[src/rtl/fifo_wr_arb.sv]
// fifo_wr_arb: round-robin write arbiter that lets NUM_REQ producers share one
// FIFO write port. A winner owns the port for up to burst_len words (0 means
// 1). It holds the port through fifo_full back-pressure and gives it up early
// when it drops its request. Each release is followed by one IDLE arbitration
// cycle before the next grant.
module fifo_wr_arb #(
  parameter int NUM_REQ    = 4,
  parameter int DATA_WIDTH = 8
) (
  input  logic                          clk,
  input  logic                          rst,
  input  logic [NUM_REQ-1:0]            req,
  input  logic [NUM_REQ*DATA_WIDTH-1:0] req_data,
  input  logic [2:0]                    burst_len,
  input  logic                          fifo_full,
  output logic                          fifo_wr,
  output logic [DATA_WIDTH-1:0]         fifo_wr_data,
  output logic [NUM_REQ-1:0]            gnt,
  output logic [NUM_REQ-1:0]            ack,
  output logic [7:0]                    stall_cnt
);

  localparam int IDX_W = (NUM_REQ > 1) ? $clog2(NUM_REQ) : 1;

  typedef enum logic {
    IDLE  = 1'b0,
    GRANT = 1'b1
  } state_e;

  state_e             state_q, state_d;
  logic [IDX_W-1:0]   owner_q, owner_d;
  logic [IDX_W-1:0]   last_winner_q, last_winner_d;
  logic [2:0]         beat_q, beat_d;
  logic [2:0]         burst_q, burst_d;
  logic [NUM_REQ-1:0] gnt_q, gnt_d;
  logic [7:0]         stall_q, stall_d;

  logic               owner_req;
  logic               wr_en;
  logic               owner_stall;
  logic               last_beat;
  logic               grant_done;
  logic [2:0]         burst_eff;
  logic               win_found;
  logic [IDX_W-1:0]   win_idx;
  int                 cand;

  // Qualifiers for the current owner. A write is blocked while rst is high so
  // that a reset landing mid-burst never produces a stray write.
  assign owner_req   = req[owner_q];
  assign wr_en       = (state_q == GRANT) && owner_req && !fifo_full && !rst;
  assign owner_stall = (state_q == GRANT) && owner_req && fifo_full;
  assign last_beat   = ({1'b0, beat_q} + 4'd1) == {1'b0, burst_q};
  assign grant_done  = !owner_req || (wr_en && last_beat);
  assign burst_eff   = (burst_len == 3'd0) ? 3'd1 : burst_len;

  // Round-robin search: first requester strictly after the last winner, wrapping.
  always_comb begin
    // NOTE: every variable assigned in a combinational block gets a default
    // first; a path that leaves one unassigned would infer a latch.
    win_found = 1'b0;
    win_idx   = '0;
    cand      = 0;
    for (int k = 0; k < NUM_REQ; k++) begin
      cand = int'(last_winner_q) + 1 + k;
      if (cand >= NUM_REQ) cand = cand - NUM_REQ;
      if (!win_found && req[cand[IDX_W-1:0]]) begin
        win_found = 1'b1;
        win_idx   = cand[IDX_W-1:0];
      end
    end
  end

  // State register.
  always_ff @(posedge clk) begin
    // NOTE: registers take non-blocking assignments so every flop samples
    // pre-edge values regardless of the order the blocks are evaluated in.
    if (rst) state_q <= IDLE;
    else     state_q <= state_d;
  end

  // Next-state logic: IDLE arbitrates, GRANT runs until the burst ends or req drops.
  always_comb begin
    state_d = state_q;
    case (state_q)
      IDLE:    if (win_found)  state_d = GRANT;
      GRANT:   if (grant_done) state_d = IDLE;
      default: state_d = IDLE;
    endcase
  end

  // Next values for the owner, grant, beat counter, sampled burst and stall count.
  always_comb begin
    owner_d       = owner_q;
    last_winner_d = last_winner_q;
    beat_d        = beat_q;
    burst_d       = burst_q;
    gnt_d         = gnt_q;
    stall_d       = stall_q;
    case (state_q)
      IDLE: begin
        if (win_found) begin
          owner_d          = win_idx;
          gnt_d            = '0;
          gnt_d[win_idx]   = 1'b1;
          beat_d           = 3'd0;
          burst_d          = burst_eff;
        end
      end
      GRANT: begin
        if (wr_en) beat_d = beat_q + 3'd1;
        if (owner_stall && (stall_q != 8'hFF)) stall_d = stall_q + 8'd1;
        if (grant_done) begin
          gnt_d         = '0;
          last_winner_d = owner_q;
        end
      end
      default: gnt_d = '0;
    endcase
  end

  // Datapath registers. Reset gives producer 0 first priority.
  always_ff @(posedge clk) begin
    if (rst) begin
      owner_q       <= '0;
      last_winner_q <= IDX_W'(NUM_REQ - 1);
      beat_q        <= 3'd0;
      burst_q       <= 3'd1;
      gnt_q         <= '0;
      stall_q       <= 8'd0;
    end else begin
      owner_q       <= owner_d;
      last_winner_q <= last_winner_d;
      beat_q        <= beat_d;
      burst_q       <= burst_d;
      gnt_q         <= gnt_d;
      stall_q       <= stall_d;
    end
  end

  // Outputs: the write strobe, ack and data follow the owner combinationally.
  always_comb begin
    fifo_wr      = wr_en;
    ack          = '0;
    if (wr_en) ack[owner_q] = 1'b1;
    fifo_wr_data = '0;
    if (state_q == GRANT)
      fifo_wr_data = req_data[int'(owner_q)*DATA_WIDTH +: DATA_WIDTH];
    gnt          = gnt_q;
    stall_cnt    = stall_q;
  end

endmodule

[config.mk]
export PLATFORM = sky130hd
export DESIGN_NAME = fifo_wr_arb
export DESIGN_NICKNAME = d
export VERILOG_FILES = /design/src/rtl/fifo_wr_arb.sv
export SDC_FILE = /design/constraint.sdc
export NUM_CORES = 1
export LEC_CHECK = 0
export CORE_UTILIZATION = 42
export CTS_BUF_LIST = sky130_fd_sc_hd__clkbuf_8
export DETAILED_ROUTE_END_ITERATION = 10
export PLACE_DENSITY = 0.9
export SYNTH_ARGS = -nofsm -noshare
export SYNTH_HDL_FRONTEND = slang
export SYNTH_SLANG_ARGS = --single-unit
[constraint.sdc]
create_clock -name clk -period 2.22 [get_ports clk]
set_input_delay 0.222 -clock clk [delete_from_list [all_inputs] [get_ports clk]]
set_output_delay 0.222 -clock clk [all_outputs]
set_load 0.02 [all_outputs]
==> Yosys cells after proc, flatten, opt, wreduce, memory -nomap -nowiden <==
Index checks and enable logic that the tools add are counted.
{ "word_totals": {"input_bits": 42, "output_inout_bits": 25, "rom_bits": 0, "wordCells": 99, "ram_bits": 0, "latch_bits": 0, "memories": 0, "register_bits": 23} }
{ "classes": {"n_mul": 0, "eq_ne": 5, "n_addsub": 11, "n_lt_le_gt_ge": 12, "shift": 1, "n_mux": 38, "bitwise": 1, "div_mod_pow": 0, "n_reduce_logical": 24} }
{ "ops": {"columns": ["operator", "count"], "rows": [
  ["32-bit by 6-bit variable part select with 8-bit output", 1],
  ["2-bit by 3-bit less-than comparator with 1-bit output (second input constant)", 6],
  ["2-bit two-way mux", 8],
  ["1-bit two-way mux", 13],
  ["4-bit by 3-bit >= comparator with 1-bit output (second input constant)", 3],
  ["4-bit two-way mux", 3],
  ["1-bit logical AND", 11],
  ["1-bit binary-select mux with 2-bit select", 5],
  ["2-bit AND reduction", 5],
  ["3-bit two-way mux", 3],
  ["3-bit by 1-bit adder with 4-bit output (second input constant)", 2],
  ["3-bit by 2-bit adder with 4-bit output (second input constant)", 2],
  ["8-bit by 1-bit adder with 8-bit output (second input constant)", 1],
  ["8-bit two-way mux", 1],
  ["8-bit != test (second input constant)", 1],
  ["4-bit one-hot mux with 2 select lines", 1],
  ["2-bit by 1-bit subtractor with 2-bit output (second input constant)", 4],
  ["1-bit zero test", 6],
  ["3-bit one-hot mux with 2 select lines", 1],
  ["1-bit demux with 2-bit select", 2],
  ["4-bit by 3-bit == test with 1-bit output", 1],
  ["2-bit by 1-bit >= comparator with 1-bit output (second input constant)", 2],
  ["2-bit by 1-bit != test with 1-bit output (second input constant)", 2],
  ["2-bit by 1-bit adder with 3-bit output (second input constant)", 1],
  ["other kinds (7)", 7]
]} }

==> Longest topological paths before layout <==
Gate-level depths: netlist of run 1.
{ "depth": {"depth_word": 21, "depth_mapped": 7, "mapped_depth_nobuf": 6} }

==> Worst setup path after synthesis of run 1 <==
OpenSTA, ideal clock, no wires.
{ "synth_path": {"path_kind": "reg2out", "startpoint": "reg owner_q[0]", "endpoint": "out fifo_wr_data[0]", "n_path_buf": 2, "stages_incl_launch_ff": 5, "setup_slack_ps": 560, "arrival_time_ps": 1438, "required_time_ps": 1998, "path_cell_list": "dfxtp_1 -> buf_2 -> buf_2 -> mux4_2 -> and2_1"} }
{ "synth_via": {"elab_chain_cells": 2} }
{ "synth_lines": {"columns": ["element", "line", "source"], "rows": [
  ["start: declaration", "31", "logic [IDX_W-1:0] owner_q, owner_d;"],
  ["start signal: assignment", "132", "owner_q <= owner_d;"],
  ["32-bit by 6-bit variable part select with 8-bit output", "148", "fifo_wr_data = req_data[int'(owner_q)*DATA_WIDTH +: DATA_WIDTH];"],
  ["8-bit two-way mux", "147", "if (state_q == GRANT)"],
  ["end: declaration", "17", "output logic [DATA_WIDTH-1:0] fifo_wr_data,"]
]} }
Every way passes these cells.

==> Worst setup path after layout of run 1 <==
{ "layout_path": {"startpoint": "reg owner_q[0]", "endpoint": "out fifo_wr_data[6]"} }
Same word-level chain as after synthesis.

==> metrics.md, run 1 <==
| Metric | Value |
|---|---|
| Number of distinct library cells after synthesis | `36` |
| Placed cell count | `274` |
| Root Buffer | `clkbuf_8` |
| Slew HR | `64.0%` |
| Hold WC Path Type | `reg2reg` |
| Initial Util | `44.9%` |
| CP Capture Point | `fifo_wr_data[6]` |
| Final setup viols | `0` |
| CTS tree | `built` |
| Avg Cell Area, Syn | `8.88 µm²` |
| Crit. End Element | `output pin` |
| Top FF cell, synth | `dfxtp_1` |
| Clock Tree Buf Depth | `2` |
| Worst Hold Slack | `0.470 ns` |
| Sink Count | `23` |
| Total Nets Final | `279` |
| RSZ-0062 raised after global routing | `no` |
| Reg2reg start | `owner_q[1]` |
| Area of the multi-input gates | `897 µm²` |
| CP cell instances | `buf_12 -> mux4_2 -> and2_1 -> dlygate4sd2_1` |
| Max Freq | `495 MHz` |
| Initial DRC Count | `42` |
| Syn_nets | `201` |
| Number of global-route vias before repair | `1440` |
| CP startpoint kind | `flip-flop` |
| Register area share after synthesis | `33.0%` |
| Chip Width | `59.6 µm` |
| Vias | `1462` |
| Grt ovf | `0` |
| First-pass GRT wire length | `6080 µm` |
| GP Congestion | `0.837` |
| RR Endpoint | `stall_cnt[6]` |
| H-tree levels | `1` |
| # DRC | `0` |
| Setup TNS | `0 ns` |
| DP Wirelength | `3050 µm` |
| Port bufs | `66` |
| Status | `finished clean` |
| Slew @ Worst Pin | `0.535 ns` |
| P per Cell Area | `497 mW/mm²` |
| Met2 GRT Util | `42.1%` |
| Final Hold Viols | `0` |
| Antenna violations before repair | `0` |
| Non-filler cells, final | `278` |
| FFs w/ async S/R, synth | `0%` |
| Max_cap viols | `0` |
| Data required, critical path | `2.00 ns` |
| FF/Latch Area | `460 µm²` |
| CP Launch Point | `owner_q[0]` |
| Tcrit/Tclk final | `91.0%` |
| Die Ht | `59.6 µm` |
| Slowest stage delay, CP | `0.51 ns` |
| Seq cells post-synth | `23` |
| Setup bufs post-CTS | `0` |
| Overall Global Routing Usage | `23.1%` |
| CP arrival | `1.80 ns` |
| Filler cells | `252` |
| # hold bufs at CTS | `0` |
| CTS buffer count | `3` |
| Detail Route Antenna Nets | `0` |
| Share of cells above drive strength 1 | `14.1%` |
| CP max FO | `15` |
| R2r worst-path depth | `6` |
| CTS clk-pin slew, worst paths | `0.08 ns` |
| Clk Latency, worst-skew pair | `0.27 ns` |
| Die ar. | `0.00355 mm²` |
| Final Routed Wirelength | `3940 µm` |
| Pre-antenna DRT Iters | `4` |
| Met1 Usage GRT | `25.2%` |
| Final Critical Period | `2.02 ns` |
| Fin. max-slew vios | `0` |
| Hold Path Cell Cnt | `2` |
| Largest net degree at the start of global routing | `24` |
| P&R area growth vs syn | `62.5%` |
| Leakage | `0.983 nW` |
| Ports | `67` |
| Crit Path Category | `reg2out` |
| Most used routing layer in global routing | `met2` |
| WL/cell | `14.2 µm` |
| Synthesized cell area | `0.00139 mm²` |
| Max IR drop VDD | `0.000362 V` |
| Number of synthesized flops with an enable pin | `0` |
| R2R setup slack | `0.51 ns` |
| Antenna Cells | `0` |
| Synthesized netlist cell count | `157` |
| CP max stage cell | `mux4_2` |
| Layout Skew | `0.00337 ns` |
| Core Footprint | `0.00310 mm²` |
| Warnings, synthesis | `0` |
| Vias per inst | `5.26` |
| Global-route track usage on met3 | `4.15%` |
| Core Rows | `20` |
## worst min path at each step
stage                             endpoint        from
after floorplan           last_winner_q[1]         rst
after global placement          burst_q[2]  burst_q[2]
after detailed placement            gnt[1]      gnt[1]
after CTS                           gnt[1]      gnt[1]
after global routing                gnt[1]      gnt[1]
final                               gnt[1]      gnt[1]
## synthesized netlist by cell type, types with 2 or more instances
| cell type | n | share of area, % |
|---|---|---|
| a32oi_1 | 2 | 1.3 |
| nand4_1 | 3 | 1.3 |
| xor2_1 | 4 | 2.5 |
| dfxtp_1 | 23 | 33 |
| buf_2 | 2 | 0.72 |
| a211oi_1 | 2 | 1.1 |
| nand2b_1 | 6 | 2.7 |
| mux4_2 | 9 | 15 |
| nor3_1 | 7 | 2.5 |
| nand2_1 | 12 | 3.2 |
| clkbuf_1 | 5 | 1.3 |
| and3_1 | 2 | 0.90 |
| nor2_1 | 17 | 4.6 |
| o211a_1 | 2 | 1.4 |
| o21ai_0 | 7 | 2.5 |
| inv_1 | 4 | 1.1 |
| ha_1 | 2 | 1.8 |
| and2_1 | 9 | 4.0 |
| nand3_1 | 6 | 2.2 |
| xnor2_1 | 5 | 3.1 |
| mux2_2 | 2 | 1.6 |
| a21oi_1 | 12 | 4.3 |
## cell families after synthesis
kind of cell | count (synthesis) | share of synthesized area [%]
buffers and inverters | 11 | 3.14
XOR/XNOR | 9 | 5.65
AND/OR/NAND/NOR | 67 | 24.1
multiplexers | 12 | 16.9
flip-flops | 23 | 33.0
adder cells (fa/ha/maj) | 2 | 1.80
AO/OA/AOI/OAI | 33 | 15.4
## sequential cells by signal, summed over array words and instances, names as in the netlist
name	flops
stall_cnt	8
gnt	4
beat_q	3
burst_q	3
last_winner_q	2
owner_q	2
state_q	1
## critical path: cells and delay by family, from the launching register on
family	cells	cell delay, ns
muxes	1	0.51
and+or+nand+nor	1	0.17
DFF	1	0.37
buffers and inverters	2	0.47
## repair_timing
item,in CTS,in global routing
resized for setup,8,7
endpoints found under the hold margin,0,0
setup endpoints to repair,11,7
## where the power goes
| part | switching [mW] | total, mW | internal, mW |
|---|---|---|---|
| clock network | 0.138 | 0.266 | 0.127 |
| logic | 0.177 | 0.403 | 0.226 |
| registers | 0.0192 | 0.457 | 0.437 |
| total | 0.335 | 1.13 | 0.790 |
## cell usage in the layout (no fill, tap or decap), types with 7 or more instances in the layout
| cell type | instances |
|---|---|
| clkdlybuf4s50_1 | 53 |
| dfxtp_1 | 23 |
| nor2_1 | 17 |
| buf_4 | 13 |
| a21oi_1 | 12 |
| nand2_1 | 11 |
| mux4_2 | 9 |
| and2_1 | 9 |
| nor3_1 | 7 |
| o21ai_0 | 7 |
| dlymetal6s2s_1 | 7 |
## stage by stage
step                      area, µm²  setup WS (ns)  utilization (%)  power (mW)
final                          2260          0.200             73.0        1.13
after global routing           2260          0.107             73.0        1.19
after CTS                      2250        0.00401             72.4        1.14
after detailed placement       2200        -0.0662             70.8       0.877
after global placement         2200         0.0177             70.8       0.864
after floorplan                1390          0.560                -       0.677
## final cells by class
| type | count | share of cell area [%] |
|---|---|---|
| clock buffer | 3 | 1.82 |
| clock inverter | 1 | 0.331 |
| inverter | 4 | 0.663 |
| multi-input combinational | 123 | 39.6 |
| sequential | 23 | 20.3 |
| tap | 44 | 2.43 |
| timing repair buffer | 80 | 34.8 |
## routing by layer
metal | routed length (µm) | part of all wire, % | up-vias
met4 | 73 | 1.9 | 0
met5 | 0 | 0 | -
li1 | - | - | 727
met1 | 1580 | 40 | 681
met2 | 2090 | 53 | 47
met3 | 195 | 5.0 | 7
Note: power is estimated with default switching activity, not from simulation.
==> inputs of run 2 (changes only) <==
CAP_MARGIN = 20   (was unset)
==> results of run 2 <==
The final DEF is identical to that of run 1; final timing and power are the same.
